`src/rtl/cp0_ctrl_pkg.sv`:
```
// Shared CP0 constants: register numbers, exception codes, field positions and
// helpers that pack the architected SR/Cause layouts.
package cp0_ctrl_pkg;

  localparam logic [4:0] CP0_SR    = 5'd12;
  localparam logic [4:0] CP0_CAUSE = 5'd13;
  localparam logic [4:0] CP0_EPC   = 5'd14;
  localparam logic [4:0] CP0_PRID  = 5'd15;

  localparam logic [4:0] EXC_INT  = 5'd0;
  localparam logic [4:0] EXC_ADEL = 5'd4;
  localparam logic [4:0] EXC_ADES = 5'd5;
  localparam logic [4:0] EXC_RI   = 5'd10;
  localparam logic [4:0] EXC_OV   = 5'd12;

  localparam int SR_IE_BIT    = 0;
  localparam int SR_EXL_BIT   = 1;
  localparam int SR_IM_LO     = 10;
  localparam int SR_IM_HI     = 15;
  localparam int CAUSE_BD_BIT = 31;
  localparam int CAUSE_IP_LO  = 10;
  localparam int CAUSE_IP_HI  = 15;
  localparam int CAUSE_EC_LO  = 2;
  localparam int CAUSE_EC_HI  = 6;

  localparam logic [31:0] EXC_VECTOR = 32'h0000_4180;

  function automatic logic [31:0] pack_sr(input logic [5:0] im, input logic exl,
                                          input logic ie);
    logic [31:0] r;
    r = '0;
    r[SR_IM_HI:SR_IM_LO] = im;
    r[SR_EXL_BIT]        = exl;
    r[SR_IE_BIT]         = ie;
    return r;
  endfunction

  function automatic logic [31:0] pack_cause(input logic bd, input logic [5:0] ip,
                                             input logic [4:0] ec);
    logic [31:0] r;
    r = '0;
    r[CAUSE_BD_BIT]            = bd;
    r[CAUSE_IP_HI:CAUSE_IP_LO] = ip;
    r[CAUSE_EC_HI:CAUSE_EC_LO] = ec;
    return r;
  endfunction

endpackage

```
`src/rtl/cp0_req_arb.sv`:
```
// Interrupt/exception request arbitration: a masked hardware interrupt beats a
// synchronous exception, and nothing is taken while EXL is set.
module cp0_req_arb
  import cp0_ctrl_pkg::*;
(
  input  logic [5:0] hwint_i,
  input  logic [5:0] sr_im_i,
  input  logic       sr_ie_i,
  input  logic       sr_exl_i,
  input  logic [4:0] exccode_i,
  output logic       take_o,
  output logic       int_req_o,
  output logic [4:0] exccode_o
);

  logic exc_req;

  always_comb begin
    int_req_o = (|(hwint_i & sr_im_i)) & sr_ie_i & ~sr_exl_i;
    exc_req   = (exccode_i != EXC_INT) & ~sr_exl_i;
    take_o    = int_req_o | exc_req;
    exccode_o = int_req_o ? EXC_INT : exccode_i;
  end

endmodule

```
`src/rtl/cp0_ctrl.sv`:
```
// Coprocessor 0: SR/Cause/EPC/PrID, exception entry, eret and mfc0/mtc0 from
// the M stage; drives the interrupt request and eret return address to next-PC.
module cp0_ctrl
  import cp0_ctrl_pkg::*;
#(
  parameter logic [31:0] PRID       = 32'h2019_0707,
  parameter bit          EPC_BYPASS = 1'b1
) (
  input  logic        clk,
  input  logic        reset_n,
  input  logic        i_we,
  input  logic [4:0]  i_addr,
  input  logic [31:0] i_wdata,
  input  logic [31:0] i_PC,
  input  logic        i_bd,
  input  logic [4:0]  i_exccode,
  input  logic [5:0]  i_hwint,
  input  logic        i_eret,
  output logic [31:0] o_rdata,
  output logic        o_interrupt,
  output logic [31:0] o_epc
);

  logic [5:0]  im_q, im_d;
  logic        exl_q, exl_d;
  logic        ie_q, ie_d;
  logic        bd_q, bd_d;
  logic [5:0]  ip_q, ip_d;
  logic [4:0]  ec_q, ec_d;
  logic [31:0] epc_q, epc_d;

  logic        take;
  logic        int_req;
  logic [4:0]  sel_code;
  logic [31:0] ret_pc;

  cp0_req_arb u_arb (
    .hwint_i   (i_hwint),
    .sr_im_i   (im_q),
    .sr_ie_i   (ie_q),
    .sr_exl_i  (exl_q),
    .exccode_i (i_exccode),
    .take_o    (take),
    .int_req_o (int_req),
    .exccode_o (sel_code)
  );

  assign o_interrupt = take & reset_n;
  assign ret_pc      = i_bd ? (i_PC - 32'd4) : i_PC;

  // Entry has priority over eret and mtc0 in the same cycle.
  always_comb begin
    im_d  = im_q;
    exl_d = exl_q;
    ie_d  = ie_q;
    bd_d  = bd_q;
    ec_d  = ec_q;
    epc_d = epc_q;
    ip_d  = i_hwint;
    if (take) begin
      exl_d = 1'b1;
      ec_d  = sel_code;
      bd_d  = i_bd;
      epc_d = {ret_pc[31:2], 2'b00};
    end else begin
      if (i_eret) exl_d = 1'b0;
      if (i_we) begin
        case (i_addr)
          CP0_SR: begin
            im_d  = i_wdata[SR_IM_HI:SR_IM_LO];
            exl_d = i_wdata[SR_EXL_BIT];
            ie_d  = i_wdata[SR_IE_BIT];
          end
          CP0_EPC: epc_d = {i_wdata[31:2], 2'b00};
          default: ;
        endcase
      end
    end
  end

  always_ff @(posedge clk) begin
    if (!reset_n) begin
      im_q  <= '0;
      exl_q <= 1'b0;
      ie_q  <= 1'b0;
      bd_q  <= 1'b0;
      ip_q  <= '0;
      ec_q  <= '0;
      epc_q <= '0;
    end else begin
      im_q  <= im_d;
      exl_q <= exl_d;
      ie_q  <= ie_d;
      bd_q  <= bd_d;
      ip_q  <= ip_d;
      ec_q  <= ec_d;
      epc_q <= epc_d;
    end
  end

  always_comb begin
    case (i_addr)
      CP0_SR:    o_rdata = pack_sr(im_q, exl_q, ie_q);
      CP0_CAUSE: o_rdata = pack_cause(bd_q, ip_q, ec_q);
      CP0_EPC:   o_rdata = epc_q;
      CP0_PRID:  o_rdata = PRID;
      default:   o_rdata = '0;
    endcase
  end

  always_comb begin
    if (EPC_BYPASS && i_we && (i_addr == CP0_EPC)) o_epc = {i_wdata[31:2], 2'b00};
    else                                           o_epc = epc_q;
  end

endmodule

```
`config.mk`:
```
export PLATFORM = sky130hd
export DESIGN_NAME = cp0_ctrl
export DESIGN_NICKNAME = d
export VERILOG_FILES = /design/src/rtl/cp0_ctrl_pkg.sv /design/src/rtl/cp0_req_arb.sv /design/src/rtl/cp0_ctrl.sv
export SDC_FILE = /design/constraint.sdc
export NUM_CORES = 1
export LEC_CHECK = 0
export BUFFER_PORTS_ARGS = -buffer_cell sky130_fd_sc_hd__buf_2
export CORE_AREA = 3 3 125 127
export DETAILED_ROUTE_END_ITERATION = 12
export DIE_AREA = 0 0 128 130
export GPL_ROUTABILITY_DRIVEN = 1
export GPL_TIMING_DRIVEN = 1
export SYNTH_ARGS = -nofsm -noshare
export SYNTH_HDL_FRONTEND = slang
export SYNTH_SLANG_ARGS = --single-unit
```
`constraint.sdc`:
```
create_clock -name clk -period 3.5 [get_ports clk]
set_clock_uncertainty 0.2 [all_clocks]
set_input_delay 0.525 -clock clk [delete_from_list [all_inputs] [get_ports clk]]
set_output_delay 0.525 -clock clk [all_outputs]
set_load 0.03 [all_outputs]
```
### After elaboration in Yosys (flattened, before gate mapping)

Cells that the tools add are included.
W data, S select, Z words.

| word-level totals | value |
|---|---|
| input bits | 85 |
| register bits | 50 |
| logic and storage cells | 38 |

| cells by class | value |
|---|---|
| equality and inequality tests | 4 |
| $add $sub $neg | 1 |
| bitwise logic cells | 8 |
| reductions and logical operators | 7 |
| mux-type cells | 11 |

Operators with widths:

| cell | count |
|---|---|
| $mux W32 | 5 |
| $pmux W32 S4 | 1 |
| $sub A32 B3 Y32 const B | 1 |
| $eq A5 B4 Y1 const B | 4 |
| $and A6 B6 Y6 | 1 |
| $reduce_or A6 Y1 | 1 |
| $mux W5 | 1 |
| $reduce_bool A5 Y1 | 1 |
| $and A1 B1 Y1 | 4 |
| $mux W1 | 4 |
| $reduce_bool A2 Y1 | 2 |
| $reduce_and A3 Y1 | 1 |
| $not A1 Y1 | 2 |
| $reduce_and A2 Y1 | 1 |
| $logic_and A1 B1 Y1 | 1 |
| $or A1 B1 Y1 | 1 |

### Longest topological paths before layout

| logic depth | value |
|---|---|
| depth after elaboration | 7 |
| depth in mapped cells | 7 |
| gate-level depth less buffers | 6 |

### By module

A second synthesis with hierarchy kept.

| second synthesis, totals | value |
|---|---|
| cell total of the unflattened synthesis | 379 |
| area, all modules | 3166.8 um^2 |

Modules (own cells, without submodules):

| module | sequential area each (um^2) | area an instance (um^2) | instances | cells an instance |
|---|---|---|---|---|
| cp0_ctrl | 1001.0 | 3059.2 | 1 | 366 |
| cp0_req_arb | 0.0 | 107.6 | 1 | 13 |

### Worst setup path before layout

No wires, ideal clock.

| timing | value |
|---|---|
| kind | input to output |
| from | input i_exccode[3] |
| to | output o_interrupt |
| required time | 2775 ps |
| slack | 611 ps |
| data arrival time | 2164 ps |
| stages on the path | 6 |
| buffers on the path | 2 |
| path through | or4_1 > o21ba_2 > clkbuf_1 > nor2_1 > clkbuf_1 > nor2_1 |

| on the way | value |
|---|---|
| longest elaborated chain between the ends | 4 |

RTL lines:

| what | line | source |
|---|---|---|
| from (decl) | cp0_ctrl.sv:16 | `input logic [4:0] i_exccode,` |
| $reduce_bool A5 Y1 | cp0_req_arb.sv:20 | `exc_req = (exccode_i != EXC_INT) & ~sr_exl_i;` |
| $and A1 B1 Y1 | cp0_req_arb.sv:20 |  |
| $or A1 B1 Y1 | cp0_req_arb.sv:21 | `take_o = int_req_o \| exc_req;` |
| $and A1 B1 Y1 | cp0_ctrl.sv:48 | `assign o_interrupt = take & reset_n;` |
| to (decl) | cp0_ctrl.sv:20 | `output logic o_interrupt,` |

No other way between the ends.

### Worst setup path after layout

Same ends and word-level chain as after synthesis.

==> metrics.md <==
| Metric | Value |
|---|---|
| Via density | 5.27 |
| Hold Crit Class | input port to flip-flop |
| Post-synthesis sequential area ratio | 27.6% |
| Switching pwr | around 0.54 mW |
| Die Footprint | approximately 17000 um2 |
| Clk pwr share | 32.7% |
| Initial DRC count | 219 |
| Pleak | 2.07 nW |
| Cell count after synthesis | 465 |
| GPL Wtd Cong | just over 0.8 |
| Reg2reg start | im_q[1]$_SDFFE_PN0P_ |
| GR Util All Layers | 15.3% |
| Synth-to-Final Area Change | 28.8% |
| Final core utilization | 32.1% |
| Wire per inst | 17.1 um |
| Vias in the first global route | 3766 |
| Die Width | roughly 130 um |
| Site row count | 44 |
| Status | complete, no violations |
| Initial core utilization | 24.9% |
| Yosys warns | 0 |
| CTS Buf Count | 5 |
| Placed instance count | 765 |
| Max Clk Rate | 0.354 GHz |
| Post-CTS setup buffer count | 0 |
| DPL Wire Length | 10100 um |
| Total congestion overflow | 0 |
| Post-Syn Area | 3620 um2 |
| Logic pwr share | 27.7% |
| EDFF count, synth | 0 |
| Final Non-Filler Cells | 773 |
| Seq cells post-synth | 50 |
| Top FF cell, synth | dfxtp_1 |
| FF-to-FF path depth | 5 |
| Worst setup SP type | input port |
| Critical-path maximum fanout | 24 |
| Post-CTS Hold Fix Bufs | 0 |
| DRC errors left | 0 |
| Tightest Pin Transition | 697 ps |
| Pint | 1.06 mW |
| # H-tree levels | 2 |
| Post-CTS Resized | 0 |
| Worst Hold Path EP | ec_q[3]$_SDFFE_PN0N_ |
| Clock Pin Slew Worst Setup and Hold Paths | about 70 ps |
| WL final | 13200 um |
| Peak supply drop | 0.157 mV |
| Worst-skew pair later-pin latency | 290 ps |
| Worst EP arrival | 2100 ps |
| Sw frac | 33.6% |
| Most frequent cells in the layout | 145 x buf_2, 50 x dfxtp_1, 40 x nand2_1 |
| Most common cell after layout, fill and taps aside | buf_2 |
| CTS tree | yes |
| Synth Area per Inst | approximately 8 um2 |
| Final min period | 2830 ps |
| Fraction of layout cells with a size suffix above 1 | 34.3% |
| Longest Clk Path Bufs | 2 |
| Post-synth ARST share | 0% |
| First-pass DRT Iterations | 4 |
| Cell variety after synth | 55 |
| Tcrit/Tclk final | 80.7% |
| Ant. Diodes | 0 |
| Clk sinks | 50 |
| Critical path type | input port to output pin |
| Setup violators final | 0 |
| Chip height | 130 um |
| Setup TNS | 0 ps |
| Pin count of the biggest net entering global routing | 54 |
| Clk root buf | clkbuf_16 |
| Core region area | 14500 um2 |
| First-pass GRT wire length | 20100 um |
| Initial antenna violation count | 0 |
| R2r setup slk | approximately 1300 ps |
| Hold_sp | i_exccode[3] |
| Hold Vio Cnt, Final | 0 |
| Via count | 4072 |
| PortBufs | ~150 |
| Layout net count | 674 |
| Crit Reg-Reg Endpoint | epc_q[16]$_SDFFE_PN0P_ |
| Crit end category | output pin |
| Worst hold stages | 2 |
| IO Count | 150 |
| RSZ-0062 raised after global routing | false |
| Relative slew slack | 53.6% |
| Max Cap Viol | 0 |
| Worst path required time | 2770 ps |
| Routed Antenna Nets | 0 |
| P per Cell Area | 343 nW/um2 |
| Sequential power share | roughly two fifths |
| Max-slew violation count | 0 |
==> layout make-up <==
cell class / count / area, um2
Clock inverter: 2 / 16.3
Inverter: 5 / 18.8
Tap cell: 184 / 230
Sequential cell: 50 / 1000
Clock buffer: 6 / 139
Timing Repair Buffer: 158 / 848
Multi-Input combinational cell: 368 / 2410
Fill cell: 1595 / 9870
==> Yosys cell counts, types with 8 or more instances <==
cell	number	area share, %
a31oi_1	17	2.9
nor4_1	13	2.2
a21boi_0	24	5.0
dfxtp_1	50	28
and3_1	34	5.9
nand2_1	40	4.1
a311oi_1	10	2.4
o41ai_1	17	4.1
or2_2	23	4.0
nand3_1	12	1.7
a22oi_1	8	1.7
or4_1	13	2.7
clkbuf_1	35	3.6
a21oi_1	13	1.8
a211oi_1	12	2.5
o31ai_1	12	2.5
nor2_1	34	3.5
or3_1	11	1.9
mux2i_1	12	3.3
==> stage by stage <==
stage	power (mW)	hold WS, ps	setup slack (ps)	cell area [um2]
CTS	1.61	249	665	4670
finish	1.60	255	675	4670
global route	1.67	248	569	4670
global placement	1.09	261	667	4510
floorplan	0.923	244	611	3630
detailed placement	1.09	268	671	4510
==> logic make-up (layout without fill, tap and decap cells) <==
group / after synthesis / in the layout / synth area share, %
simple gates: 216 / 216 / 33.8
compound gates: 128 / 128 / 26.3
flops: 50 / 50 / 27.6
buf+inv: 48 / 171 / 6.36
mux: 12 / 12 / 3.32
xor+xnor: 9 / 9 / 2.18
fa+ha+maj: 1 / 1 / 0.345
other cells: 1 / 2 / 0.104
==> worst max-delay path, stage by stage <==
cell and delay [ps]:
buf_2 100, or4_1 540, o21ba_2 430, nor2_1 230
nor2_1 70, buf_2 190
==> state kept, by name (all words and copies together) (netlist names) <==
| name | count |
|---|---|
| ip_q | 6 |
| epc_q | 30 |
| exl_q | 1 |
| ie_q | 1 |
| im_q | 6 |
| ec_q | 5 |
| bd_q | 1 |
==> metal layers <==
| layer | GRT usage (%) | up-vias | part of all wire (%) |
|---|---|---|---|
| met2 | 25.3 | 149 | 47 |
| met3 | 2.13 | 13 | 5.6 |
| li1 | - | 2019 | - |
| met5 | 0 | - | 0 |
| met1 | 21.1 | 1891 | 46 |
| met4 | 3.50 | 0 | 1.3 |
==> power by group through the flow <==
stage	registers (mW)	logic (mW)	clock network, mW
5_1_grt	0.640	0.483	0.549
3_3_place_gp	0.647	0.443	0
6_report	0.634	0.444	0.522
2_1_floorplan	0.639	0.285	0
3_5_place_dp	0.647	0.444	0
4_1_cts	0.634	0.445	0.533
==> worst max-delay path by stage <==
| stage | from | end | slack [ps] | cells after the start |
|---|---|---|---|---|
| after floorplan | i_exccode[3] | o_interrupt | 610 | 6 |
| after global placement | i_exccode[3] | o_interrupt | 670 | 6 |
| after detailed placement | i_exccode[3] | o_interrupt | 670 | 6 |
| after CTS | i_exccode[3] | o_interrupt | 660 | 6 |
| after global routing | i_exccode[3] | o_interrupt | 570 | 6 |
| final | i_exccode[3] | o_interrupt | 670 | 6 |
Power figures use the tool's default switching activity.
